### src/rtl/hash_table_oa_if.sv
// hash_table_oa_if
//   Request/response bundle for the open-addressing hash table.
//   master : the requester (drives key_in, value_in, op_sel, op_en;
//            observes op_ready, op_done, op_error, value_out,
//            probe_count, entry_count)
//   slave  : the hash table itself (the reverse directions)
//   key_in / value_in  operand key and insert value
//   op_sel             00 insert, 01 delete, 10 search, 11 clear
//   op_en / op_ready   request strobe, accepted while op_ready is high
//   op_done / op_error one-cycle completion pulse with its error flag
//   value_out          last successful search result
//   probe_count        slots examined minus one by the last op
//   entry_count        live count of VALID slots
interface hash_table_oa_if #(
  parameter int KEY_WIDTH   = 32,
  parameter int VALUE_WIDTH = 32,
  parameter int TOTAL_SLOTS = 8
);
  localparam int IW = $clog2(TOTAL_SLOTS);

  logic [KEY_WIDTH-1:0]   key_in;
  logic [VALUE_WIDTH-1:0] value_in;
  logic [1:0]             op_sel;
  logic                   op_en;
  logic                   op_ready;
  logic [VALUE_WIDTH-1:0] value_out;
  logic                   op_done;
  logic                   op_error;
  logic [IW:0]            probe_count;
  logic [IW:0]            entry_count;

  modport master (
    output key_in, value_in, op_sel, op_en,
    input  op_ready, value_out, op_done, op_error, probe_count, entry_count
  );

  modport slave (
    input  key_in, value_in, op_sel, op_en,
    output op_ready, value_out, op_done, op_error, probe_count, entry_count
  );
endinterface

### src/rtl/hash_table_oa.sv
// hash_table_oa
//   Open-addressing key/value hash table with linear probing and tombstone
//   deletion. One slot is examined per cycle; insert, delete, search and
//   clear are issued through the hash_table_oa_if slave modport.
//   clk    clock
//   rst_n  asynchronous active-low reset; empties the table and aborts any
//          operation in flight without a completion pulse
//   bus    request/response interface (see hash_table_oa_if)
module hash_table_oa #(
  parameter int    KEY_WIDTH      = 32,
  parameter int    VALUE_WIDTH    = 32,
  parameter int    TOTAL_SLOTS    = 8,
  parameter int    MAX_PROBE      = TOTAL_SLOTS,
  parameter string HASH_ALGORITHM = "MODULUS"
) (
  input  logic clk,
  input  logic rst_n,
  hash_table_oa_if.slave bus
);
  localparam int IW = $clog2(TOTAL_SLOTS);
  localparam int CW = IW + 1;
  localparam logic [CW-1:0] LAST_PROBE = CW'(MAX_PROBE - 1);

  localparam logic [1:0] OP_INS = 2'b00;
  localparam logic [1:0] OP_DEL = 2'b01;
  localparam logic [1:0] OP_CLR = 2'b11;

  typedef enum logic [2:0] {IDLE, HASH, PROBE, CLEAR, DONE} state_t;
  typedef enum logic [1:0] {S_EMPTY, S_VALID, S_TOMB} slot_t;

  state_t state_q, state_d;

  logic [1:0]             op_q;
  logic [KEY_WIDTH-1:0]   key_q;
  logic [VALUE_WIDTH-1:0] val_q;
  logic [IW-1:0]          idx_q;
  logic [CW-1:0]          pcnt_q;      // slots already examined this op
  logic                   ff_vld_q;    // a tombstone has been seen (insert)
  logic [IW-1:0]          ff_idx_q;
  slot_t                  slot_q [TOTAL_SLOTS];
  logic [KEY_WIDTH-1:0]   key_mem [TOTAL_SLOTS];
  logic [VALUE_WIDTH-1:0] val_mem [TOTAL_SLOTS];
  logic [CW-1:0]          count_q;
  logic [VALUE_WIDTH-1:0] vout_q;
  logic                   err_q;
  logic [CW-1:0]          pc_q;

  logic          capture, match, last, fin;
  logic          wr_new, wr_upd, del_hit, srch_hit, err;
  logic [IW-1:0] wr_idx;
  slot_t         cur;

  function automatic logic [IW-1:0] hash_idx(input logic [KEY_WIDTH-1:0] k);
    logic [31:0]          h;
    logic [KEY_WIDTH+7:0] kx;
    if (HASH_ALGORITHM == "FNV1A") begin
      // Zero-pad so the last partial byte of an odd-width key is well defined.
      kx = {8'd0, k};
      h  = 32'h811C9DC5;
      for (int i = 0; i < (KEY_WIDTH + 7) / 8; i++)
        h = (h ^ {24'd0, kx[8*i +: 8]}) * 32'h01000193;
      return h[IW-1:0];
    end
    return k[IW-1:0];
  endfunction

  assign capture = (state_q == IDLE) && bus.op_en;
  assign cur     = slot_q[idx_q];
  assign match   = (cur == S_VALID) && (key_mem[idx_q] == key_q);
  assign last    = (pcnt_q == LAST_PROBE);

  always_ff @(posedge clk or negedge rst_n) begin
    if (!rst_n) state_q <= IDLE;
    else        state_q <= state_d;
  end

  always_comb begin
    state_d  = state_q;
    fin      = 1'b0;
    wr_new   = 1'b0;
    wr_upd   = 1'b0;
    wr_idx   = idx_q;
    del_hit  = 1'b0;
    srch_hit = 1'b0;
    err      = 1'b0;
    case (state_q)
      IDLE:  if (bus.op_en) state_d = (bus.op_sel == OP_CLR) ? CLEAR : HASH;
      HASH:  state_d = PROBE;
      PROBE: begin
        // An EMPTY slot ends the chain; the probe budget ends it too.
        fin = match || (cur == S_EMPTY) || last;
        if (fin) state_d = DONE;
        case (op_q)
          OP_INS: begin
            if (match) wr_upd = 1'b1;
            else if (fin) begin
              if (ff_vld_q) begin
                wr_new = 1'b1;
                wr_idx = ff_idx_q;
              end else if (cur != S_VALID) begin
                // EMPTY here, or a TOMB met on the final permitted probe.
                wr_new = 1'b1;
              end else begin
                err = 1'b1;
              end
            end
          end
          OP_DEL: begin
            if (match)    del_hit = 1'b1;
            else if (fin) err     = 1'b1;
          end
          default: begin
            if (match)    srch_hit = 1'b1;
            else if (fin) err      = 1'b1;
          end
        endcase
      end
      CLEAR: state_d = DONE;
      DONE:  state_d = IDLE;
      default: state_d = IDLE;
    endcase
  end

  // Key/value storage and operand latches carry no reset.
  always_ff @(posedge clk) begin
    if (capture) begin
      key_q <= bus.key_in;
      val_q <= bus.value_in;
    end
    if (wr_new || wr_upd) val_mem[wr_idx] <= val_q;
    if (wr_new)           key_mem[wr_idx] <= key_q;
  end

  always_ff @(posedge clk or negedge rst_n) begin
    if (!rst_n) begin
      op_q     <= '0;
      idx_q    <= '0;
      pcnt_q   <= '0;
      ff_vld_q <= 1'b0;
      ff_idx_q <= '0;
      count_q  <= '0;
      vout_q   <= '0;
      err_q    <= 1'b0;
      pc_q     <= '0;
      for (int i = 0; i < TOTAL_SLOTS; i++) slot_q[i] <= S_EMPTY;
    end else begin
      if (capture) op_q <= bus.op_sel;
      if (state_q == HASH) begin
        idx_q    <= hash_idx(key_q);
        pcnt_q   <= '0;
        ff_vld_q <= 1'b0;
      end
      if (state_q == PROBE) begin
        idx_q  <= idx_q + IW'(1);
        pcnt_q <= pcnt_q + CW'(1);
        // Remember the earliest tombstone so an insert can reuse it.
        if (op_q == OP_INS && cur == S_TOMB && !ff_vld_q) begin
          ff_vld_q <= 1'b1;
          ff_idx_q <= idx_q;
        end
        if (fin) begin
          err_q <= err;
          pc_q  <= pcnt_q;
        end
      end
      if (wr_new) begin
        slot_q[wr_idx] <= S_VALID;
        count_q        <= count_q + CW'(1);
      end
      if (del_hit) begin
        slot_q[idx_q] <= S_TOMB;
        count_q       <= count_q - CW'(1);
      end
      if (srch_hit) vout_q <= val_mem[idx_q];
      if (state_q == CLEAR) begin
        for (int i = 0; i < TOTAL_SLOTS; i++) slot_q[i] <= S_EMPTY;
        count_q <= '0;
        err_q   <= 1'b0;
        pc_q    <= '0;
      end
    end
  end

  assign bus.op_ready    = (state_q == IDLE);
  assign bus.op_done     = (state_q == DONE);
  assign bus.op_error    = err_q;
  assign bus.value_out   = vout_q;
  assign bus.probe_count = pc_q;
  assign bus.entry_count = count_q;
endmodule

### src/flat_wrapper.sv
// flat-port wrapper written by rule: the top's interface ports become plain ports
module hash_table_oa_flat 
#(
  parameter int    KEY_WIDTH      = 32,
  parameter int    VALUE_WIDTH    = 32,
  parameter int    TOTAL_SLOTS    = 8,
  parameter int    MAX_PROBE      = TOTAL_SLOTS,
  parameter string HASH_ALGORITHM = "       "
)
  (clk, rst_n, bus_key_in, bus_value_in, bus_op_sel, bus_op_en, bus_op_ready, bus_value_out, bus_op_done, bus_op_error, bus_probe_count, bus_entry_count);
  hash_table_oa_if #(.KEY_WIDTH(KEY_WIDTH), .VALUE_WIDTH(VALUE_WIDTH), .TOTAL_SLOTS(TOTAL_SLOTS)) bus_i ();
  input  logic clk;
  input  logic rst_n;
  input wire logic [$bits(bus_i.key_in)-1:0] bus_key_in;
  input wire logic [$bits(bus_i.value_in)-1:0] bus_value_in;
  input wire logic [$bits(bus_i.op_sel)-1:0] bus_op_sel;
  input wire logic [$bits(bus_i.op_en)-1:0] bus_op_en;
  output wire logic [$bits(bus_i.op_ready)-1:0] bus_op_ready;
  output wire logic [$bits(bus_i.value_out)-1:0] bus_value_out;
  output wire logic [$bits(bus_i.op_done)-1:0] bus_op_done;
  output wire logic [$bits(bus_i.op_error)-1:0] bus_op_error;
  output wire logic [$bits(bus_i.probe_count)-1:0] bus_probe_count;
  output wire logic [$bits(bus_i.entry_count)-1:0] bus_entry_count;
  assign bus_i.key_in = bus_key_in;
  assign bus_i.value_in = bus_value_in;
  assign bus_i.op_sel = bus_op_sel;
  assign bus_i.op_en = bus_op_en;
  assign bus_op_ready = bus_i.op_ready;
  assign bus_value_out = bus_i.value_out;
  assign bus_op_done = bus_i.op_done;
  assign bus_op_error = bus_i.op_error;
  assign bus_probe_count = bus_i.probe_count;
  assign bus_entry_count = bus_i.entry_count;
  hash_table_oa #(.KEY_WIDTH(KEY_WIDTH), .VALUE_WIDTH(VALUE_WIDTH), .TOTAL_SLOTS(TOTAL_SLOTS), .MAX_PROBE(MAX_PROBE), .HASH_ALGORITHM(HASH_ALGORITHM)) u_core (.clk(clk), .rst_n(rst_n), .bus(bus_i));
endmodule
### config.mk
export PLATFORM = sky130hd
export DESIGN_NAME = hash_table_oa_flat
export DESIGN_NICKNAME = d
export VERILOG_FILES = /design/src/rtl/hash_table_oa_if.sv /design/src/rtl/hash_table_oa.sv /design/src/flat_wrapper.sv
export SDC_FILE = /design/constraint.sdc
export NUM_CORES = 1
export LEC_CHECK = 0
export CAP_MARGIN = 10
export CORE_UTILIZATION = 45
export DETAILED_ROUTE_END_ITERATION = 7
export HOLD_SLACK_MARGIN = 0.15
export SYNTH_ARGS = -nofsm -noshare
export SYNTH_HDL_FRONTEND = slang
export SYNTH_SLANG_ARGS = --single-unit
### constraint.sdc
create_clock -name clk -period 15.4 [get_ports clk]
set_input_delay 2.31 -clock clk [delete_from_list [all_inputs] [get_ports clk]]
set_output_delay 2.31 -clock clk [all_outputs]
set_load 0.005 [all_outputs]
==> results of run 1 <==
[kinds of logic (layout without fill, tap and decap cells)]
family | after synthesis | count (layout) | synth area share [%]
AO/OA/AOI/OAI | 264 | 264 | 7.628
AND/OR/NAND/NOR | 236 | 236 | 4.918
adder cells (fa/ha/maj) | 5 | 5 | 0.2759
XOR/XNOR | 26 | 26 | 0.8968
buffers and inverters | 90 | 282 | 1.769
multiplexers | 168 | 168 | 9.204
flip-flops | 649 | 649 | 75.31
[worst max-delay path, stage by stage, from the launching register on]
cell and delay, ns:
dfrtp_4 0.84, buf_4 0.73, buf_4 0.84, mux2_1 0.39, a221o_1 0.34, a222oi_1 0.26, xnor2_1 0.20, nor4_2 0.39
nand4_2 0.22, o211ai_2 0.86, o21ai_0 0.34, a211oi_4 0.77, buf_4 0.44
[registers in the layout, indices dropped and copies added, names as in the netlist, 4 cells and up]
| name | count |
|---|---|
| u_core.bus.entry_count | 4 |
| u_core.slot_q | 16 |
| u_core.pcnt_q | 4 |
| u_core.key_q | 32 |
| u_core.bus.probe_count | 4 |
| u_core.val_q | 32 |
| u_core.val_mem | 256 |
| u_core.key_mem | 256 |
| u_core.bus.value_out | 32 |
[cells in the final DEF (no fill, tap or decap), types with 9 or more instances in the layout]
master | netlist | layout
xnor2_1 | 13 | 13
nor2b_1 | 14 | 13
a22oi_1 | 61 | 61
a22o_1 | 17 | 17
mux2i_1 | 67 | 66
mux2_2 | 32 | 32
a221oi_1 | 33 | 33
clkbuf_16 | 0 | 70
clkdlybuf4s50_1 | 0 | 110
dfrtp_1 | 73 | 70
buf_4 | 9 | 35
inv_1 | 12 | 12
xor2_1 | 13 | 13
clkinv_2 | 0 | 12
edfxtp_1 | 576 | 576
nand2_1 | 66 | 66
mux4_2 | 37 | 37
a21oi_1 | 26 | 26
clkbuf_1 | 40 | 15
mux2_4 | 30 | 30
o22ai_1 | 17 | 17
clkinv_1 | 1 | 15
nand3_1 | 34 | 34
nand4_1 | 9 | 9
o21ai_0 | 37 | 36
a31oi_1 | 10 | 10
nor2_1 | 35 | 31
a221o_1 | 10 | 10
[power groups by stage]
stage                     clock, W  sequential (W)  combinational (W)
final                      0.00160         0.00229            0.00133
after global routing       0.00170         0.00231            0.00144
after CTS                  0.00163         0.00229            0.00134
after detailed placement         0         0.00233            0.00134
after global placement           0         0.00232            0.00133
after floorplan                  0         0.00224           0.000930
[layout make-up]
class	count	share of cell area [%]
tap	748	3.157
clock inverter	39	1.266
timing repair buffer	145	4.600
multi-input combinational	699	20.19
inverter	13	0.1646
sequential	649	64.53
clock buffer	85	6.098
[metal layers]
metal / wire (um) / global-route usage, % / vias up / part of all wire (%)
li1: - / - / 6096 / -
met1: 26790 / 30.28 / 7236 / 45
met2: 28730 / 33.83 / 429 / 48
met3: 3347 / 3.596 / 91 / 5.6
met4: 1316 / 6.896 / 0 / 2.2
met5: 0 / 0 / - / 0
[per-stage QoR]
stage	util (%)	total power (W)	cell area (sq um)
5_1_grt	53.50	0.005442	29650
3_5_place_dp	49.56	0.003664	27470
6_report	53.50	0.005226	29650
4_1_cts	53.50	0.005269	29650
3_3_place_gp	49.56	0.003644	27470
2_1_floorplan	-	0.003167	25390
[final timing paths]
check | from | cells past startpoint | endpoint
worst max-delay path | u_core.idx_q[0] | 12 | u_core.val_mem[6][2]
worst min-delay path | u_core.bus.value_out[0] | 1 | u_core.bus.value_out[0]
worst max register to register | u_core.idx_q[0] | 12 | u_core.val_mem[6][2]
worst min register to register | u_core.bus.value_out[0] | 1 | u_core.bus.value_out[0]
max in group asynchronous | rst_n | 1 | u_core.idx_q[1]
min in group asynchronous | rst_n | 1 | u_core.bus.value_out[17]
==> results.md, run 1 <==
- Psw: 0.001689 W
- Reg area: 19,130 sq um
- Number of diodes: 0
- # Max-Cap Violations: 0
- Cells after Synth: 1,438
- # fillers: 4,356
- EDFF count, synth: 576
- Pwr Density: 176.2 nW/um^2
- DRT Pass-1 Iters: 7
- Clock Tree Root: clkbuf_16
- Net Sw Frac: 32.31%
- Clock Latency Late Sink: 0.62 ns
- Max Freq: 0.1415 GHz
- Finished Layout Cells: 2,378
- Pin count of the biggest net entering global routing: 74
- GRT Total Usage: 21.41%
- Mapped Avg Cell Area: 17.66 sq um
- Clk pin slew, worst setup/hold paths: 0.06 ns
- Worst EP arrival: 7.35 ns
- Top cells by count, synth: edfxtp_1, dfrtp_1, mux2i_1, nand2_1, a22oi_1
- VDD IR max: 0.00009269 V
- H-tree level count: 3
- Critical Path Source Type: flop
- Gate power share: 25.5%
- Gr ovfl total: 0
- Max Slew Vio Count: 0
- Final worst setup slack: 8.335 ns
- Top cell type by total area after synthesis: edfxtp_1
- Status: finished clean
- Worst-path maximum fanout: 58
- WS Path Type: flop to flop
- Yosys top cell area share: 68.12%
- Vias in the first global route: 14.07k
- Top area cells in the synthesized netlist: edfxtp_1, dfrtp_1, mux4_2, mux2i_1, a22oi_1
- WL per Instance: 25.31 um
- Period utilization: 45.88%
- Row cnt: 86
- Synth Net Count: 1,512
- Worst EP required: 15.68 ns
- Starting density of the core: 45.82%
- Fin nets: 1,651
- Vias/cell: 5.825
- Part of the power in registers: 43.8%
- FF-to-FF setup slack: 8.34 ns
- Cell Area, Synth: 25,390 sq um
- Die ar.: 57,380 sq um
- First-pass GRT wire length: 90.15 mm
- Part of the Yosys area used for sequential elements: 75.31%
- Worst Skew: 0.03179 ns
- Routed via count: 13.85k
- RSZ-0062 raised after global routing: no
- Routed WL: 60.18 mm
- # hold bufs at CTS: 0
- Pre-CTS setup slack: 8.295 ns
- Die Y: 239.6 um
- Final setup viols: 0
- Synthesis warning total: 0
- Synth cell types: 76
- Int Power: 0.003537 W
- CTS tree: yes
- Setup bufs post-CTS: 0
- Count leader, synth: edfxtp_1
- Starting DRT DRC Count: 1,247
- Placer Congestion: 0.8037
- Register bit total from synthesis: 649
- Dpl hpwl: 34.16 mm
- Period minus WS final: 7.065 ns
- Slew headroom: 22.04%
- Maximum clock insertion buffer count: 3
- Port Buf Inserts: 111
- Critical Path End Type: flop
- Placed cells: 2,254
- Hold slack final: 0.5103 ns
- Drt drc: 0
- Layout cells sized above 1: 16.75%
- Async S/R FF share, synth: 11.25%
- Antenna violations before repair: 1
- Area taken by multi-input logic gates: 5986 sq um
- Actual slew at the worst max-slew pin: 1.147 ns
- Die Width: 239.6 um
- Main flop type after synthesis: edfxtp_1
- TritonCTS Buffers: 69
- Synth-to-Final Area Change: 16.76%
- I/O pins: 112
- HP Class: flop to flop
- Clock power share: 30.7%
- Setup_tns: 0 ns
- Clk sink count: 649
- Core box area: 55,420 sq um
- Pleak: 10.01 nW
- Final Hold Fails: 0
- CTS resizes: 0
- Antenna viol nets, final: 0
No activity file was read; power rests on OpenSTA's default activity.
==> inputs of run 2 (changes only) <==
==> constraint.sdc (replaced) <==
create_clock -name clk -period 6 [get_ports clk]
set_input_delay 0.9 -clock clk [delete_from_list [all_inputs] [get_ports clk]]
set_output_delay 0.9 -clock clk [all_outputs]
set_load 0.005 [all_outputs]
==> results.md, run 2 (same netlist as run 1, synthesis figures left out) <==
- Overall power: 0.01342 W (was 0.005226 W)
- Critical Path End Type: flop (unchanged)
- WS Path Type: flop to flop (unchanged)
- Period utilization: 88.28% (was 45.88%)
- Antenna violations before repair: 0 (was 1)
- Largest regs: u_core.key_mem (256), u_core.val_mem (256) (unchanged)
- HP Class: primary input to async pin (was flop to flop)
- Clk pin slew, worst setup/hold paths: 0.06 ns (about the same)
- Placer Congestion: 0.8052 (was 0.8037)
- VDD IR max: 0.0002448 V (was 0.00009269 V)
- Setup bufs post-CTS: 0 (unchanged)
- Worst-path maximum fanout: 39 (was 58)
- Antenna viol nets, final: 0 (unchanged)
- Worst Skew: 0.02468 ns (was 0.03179 ns)
- Routed WL: 59.62 mm (was 60.18 mm)
- Pin count of the biggest net entering global routing: 74 (unchanged)
- Max Slew Vio Count: 0 (unchanged)
- # hold bufs at CTS: 0 (unchanged)
- CTS tree: yes (unchanged)
- Finished Layout Cells: 2,406 (was 2,378)
- DRT Pass-1 Iters: 5 (was 7)
- Die Y: 239.6 um (unchanged)
- Starting density of the core: 45.82% (unchanged)
- Drt drc: 0 (unchanged)
- Routed via count: 13.88k (was 13.85k)
- Vias/cell: 5.770 (was 5.825)
- # Max-Cap Violations: 0 (unchanged)
- Final Hold Fails: 0 (unchanged)
- Gr ovfl total: 0 (unchanged)
- Dpl hpwl: 34.07 mm (was 34.16 mm)
- Clk sink count: 649 (unchanged)
- Max Freq: 0.1888 GHz (was 0.1415 GHz)
- Maximum clock insertion buffer count: 3 (unchanged)
- H-tree level count: 3 (unchanged)
- RSZ-0062 raised after global routing: no (unchanged)
- Worst EP required: 6.28 ns (was 15.68 ns)
- Final instance area: 29,860 sq um (was 29,650 sq um)
- Leading cell type in the layout, fill and taps excluded: edfxtp_1 (unchanged)
- Port Buf Inserts: 111 (unchanged)
- Final setup viols: 0 (unchanged)
- Worst EP arrival: 5.57 ns (was 7.35 ns)
- Placed Area: 27,680 sq um (was 27,470 sq um)
- Critical Path Source Type: flop (unchanged)
- Core box area: 55,420 sq um (unchanged)
- Die Width: 239.6 um (unchanged)
- Die ar.: 57,380 sq um (unchanged)
- Commonest cells after routing, fill and taps aside: edfxtp_1, clkdlybuf4s50_1, clkbuf_16 (was edfxtp_1, clkdlybuf4s50_1, clkbuf_16, dfrtp_1)
- First-pass GRT wire length: 89.73 mm (was 90.15 mm)
- Setup_tns: 0 ns (unchanged)
- Row cnt: 86 (unchanged)
- Clock Latency Late Sink: 0.61 ns (was 0.62 ns)
- Pwr Density: 449.4 nW/um^2 (was 176.2 nW/um^2)
- WL per Instance: 24.78 um (was 25.31 um)
- Pleak: 10.13 nW (was 10.01 nW)
- Fin nets: 1,675 (was 1,651)
- CTS resizes: 0 (unchanged)
- TritonCTS Buffers: 69 (unchanged)
- Slew headroom: 23.12% (was 22.04%)
- I/O pins: 112 (unchanged)
- Placed cells: 2,278 (was 2,254)
- Period minus WS final: 5.297 ns (was 7.065 ns)
- GRT Total Usage: 21.23% (was 21.41%)
- Starting DRT DRC Count: 1,159 (was 1,247)
- Layout cells sized above 1: 18.17% (was 16.75%)
- Synth-to-Final Area Change: 17.60% (was 16.76%)
- Actual slew at the worst max-slew pin: 1.131 ns (was 1.147 ns)
- Clock Tree Root: clkbuf_16 (unchanged)
- Status: finished clean (unchanged)
- Vias in the first global route: 14.07k (about the same)
## run 2: cell types whose count changed in the layout (fill, tap and decap cells not counted), sizes merged
| cell | previous run | this run |
|---|---|---|
| buf | 35 | 59 |
| clkbuf | 85 | 93 |
| bufinv | 5 | 2 |
| clkinv | 30 | 27 |
| clkinvlp | 2 | 4 |
| diode | 0 | 1 |
| inv | 15 | 14 |
## run 2: routing by layer
metal | part of all wire [%] | GRT usage, % | up-vias
met5 | 0 | 0 | -
met2 | 48 | 33.90 | 415
met3 | 4.5 | 3.215 | 83
met1 | 46 | 30.26 | 7245
met4 | 2.0 | 6.099 | 0
li1 | - | - | 6140
## run 2: power breakdown
| part | internal [W] | switching, W |
|---|---|---|
| Clock | 0.00235 | 0.00172 |
| Combinational | 0.00137 | 0.00213 |
| Sequential | 0.00541 | 0.000441 |
## run 2: area by class of cell
cell class	instances	area, sq um
Inverter	13	48.80
Timing Repair Buffer	169	1582
Antenna cell	1	2.502
Clock inverter	34	257.7
Multi-Input combinational cell	699	5983
Sequential cell	649	19130
Fill cell	4418	25550
Tap cell	748	935.9
Clock buffer	93	1919
## run 2: worst max-delay path, cell delays in order (launching register included)
cell and delay [ns]:
dfrtp_4 0.87, buf_4 0.43, mux2_2 0.37, a221o_1 0.29, a22oi_1 0.20, xnor2_1 0.13
nor4_1 0.56, nand3_1 0.29, nor2_2 0.42, mux2i_2 0.99, a211oi_4 0.01, buf_4 0.37
## run 2: final timing paths
check,depth (start not counted),startpoint,slack (ns),endpoint
max,11,u_core.idx_q[0],0.70,u_core.val_mem[2][14]
max reg2reg,11,u_core.idx_q[0],0.70,u_core.val_mem[2][14]
max in group asynchronous,1,rst_n,4.71,u_core.idx_q[0]
min,1,rst_n,0.49,u_core.bus.probe_count[1]
min reg2reg,1,u_core.bus.value_out[12],0.51,u_core.bus.value_out[12]
min in group clk,1,u_core.bus.value_out[12],0.51,u_core.bus.value_out[12]
## run 2: metrics by stage
step	hold WS (ns)	utilization (%)	worst slack (ns)
after CTS	0.5057	53.88	0.6864
final	0.4883	53.89	0.7031
after detailed placement	0.4934	49.95	0.7177
after floorplan	0.4915	-	0.3756
after global routing	0.5217	53.88	0.4027
after global placement	0.4920	49.95	0.8029
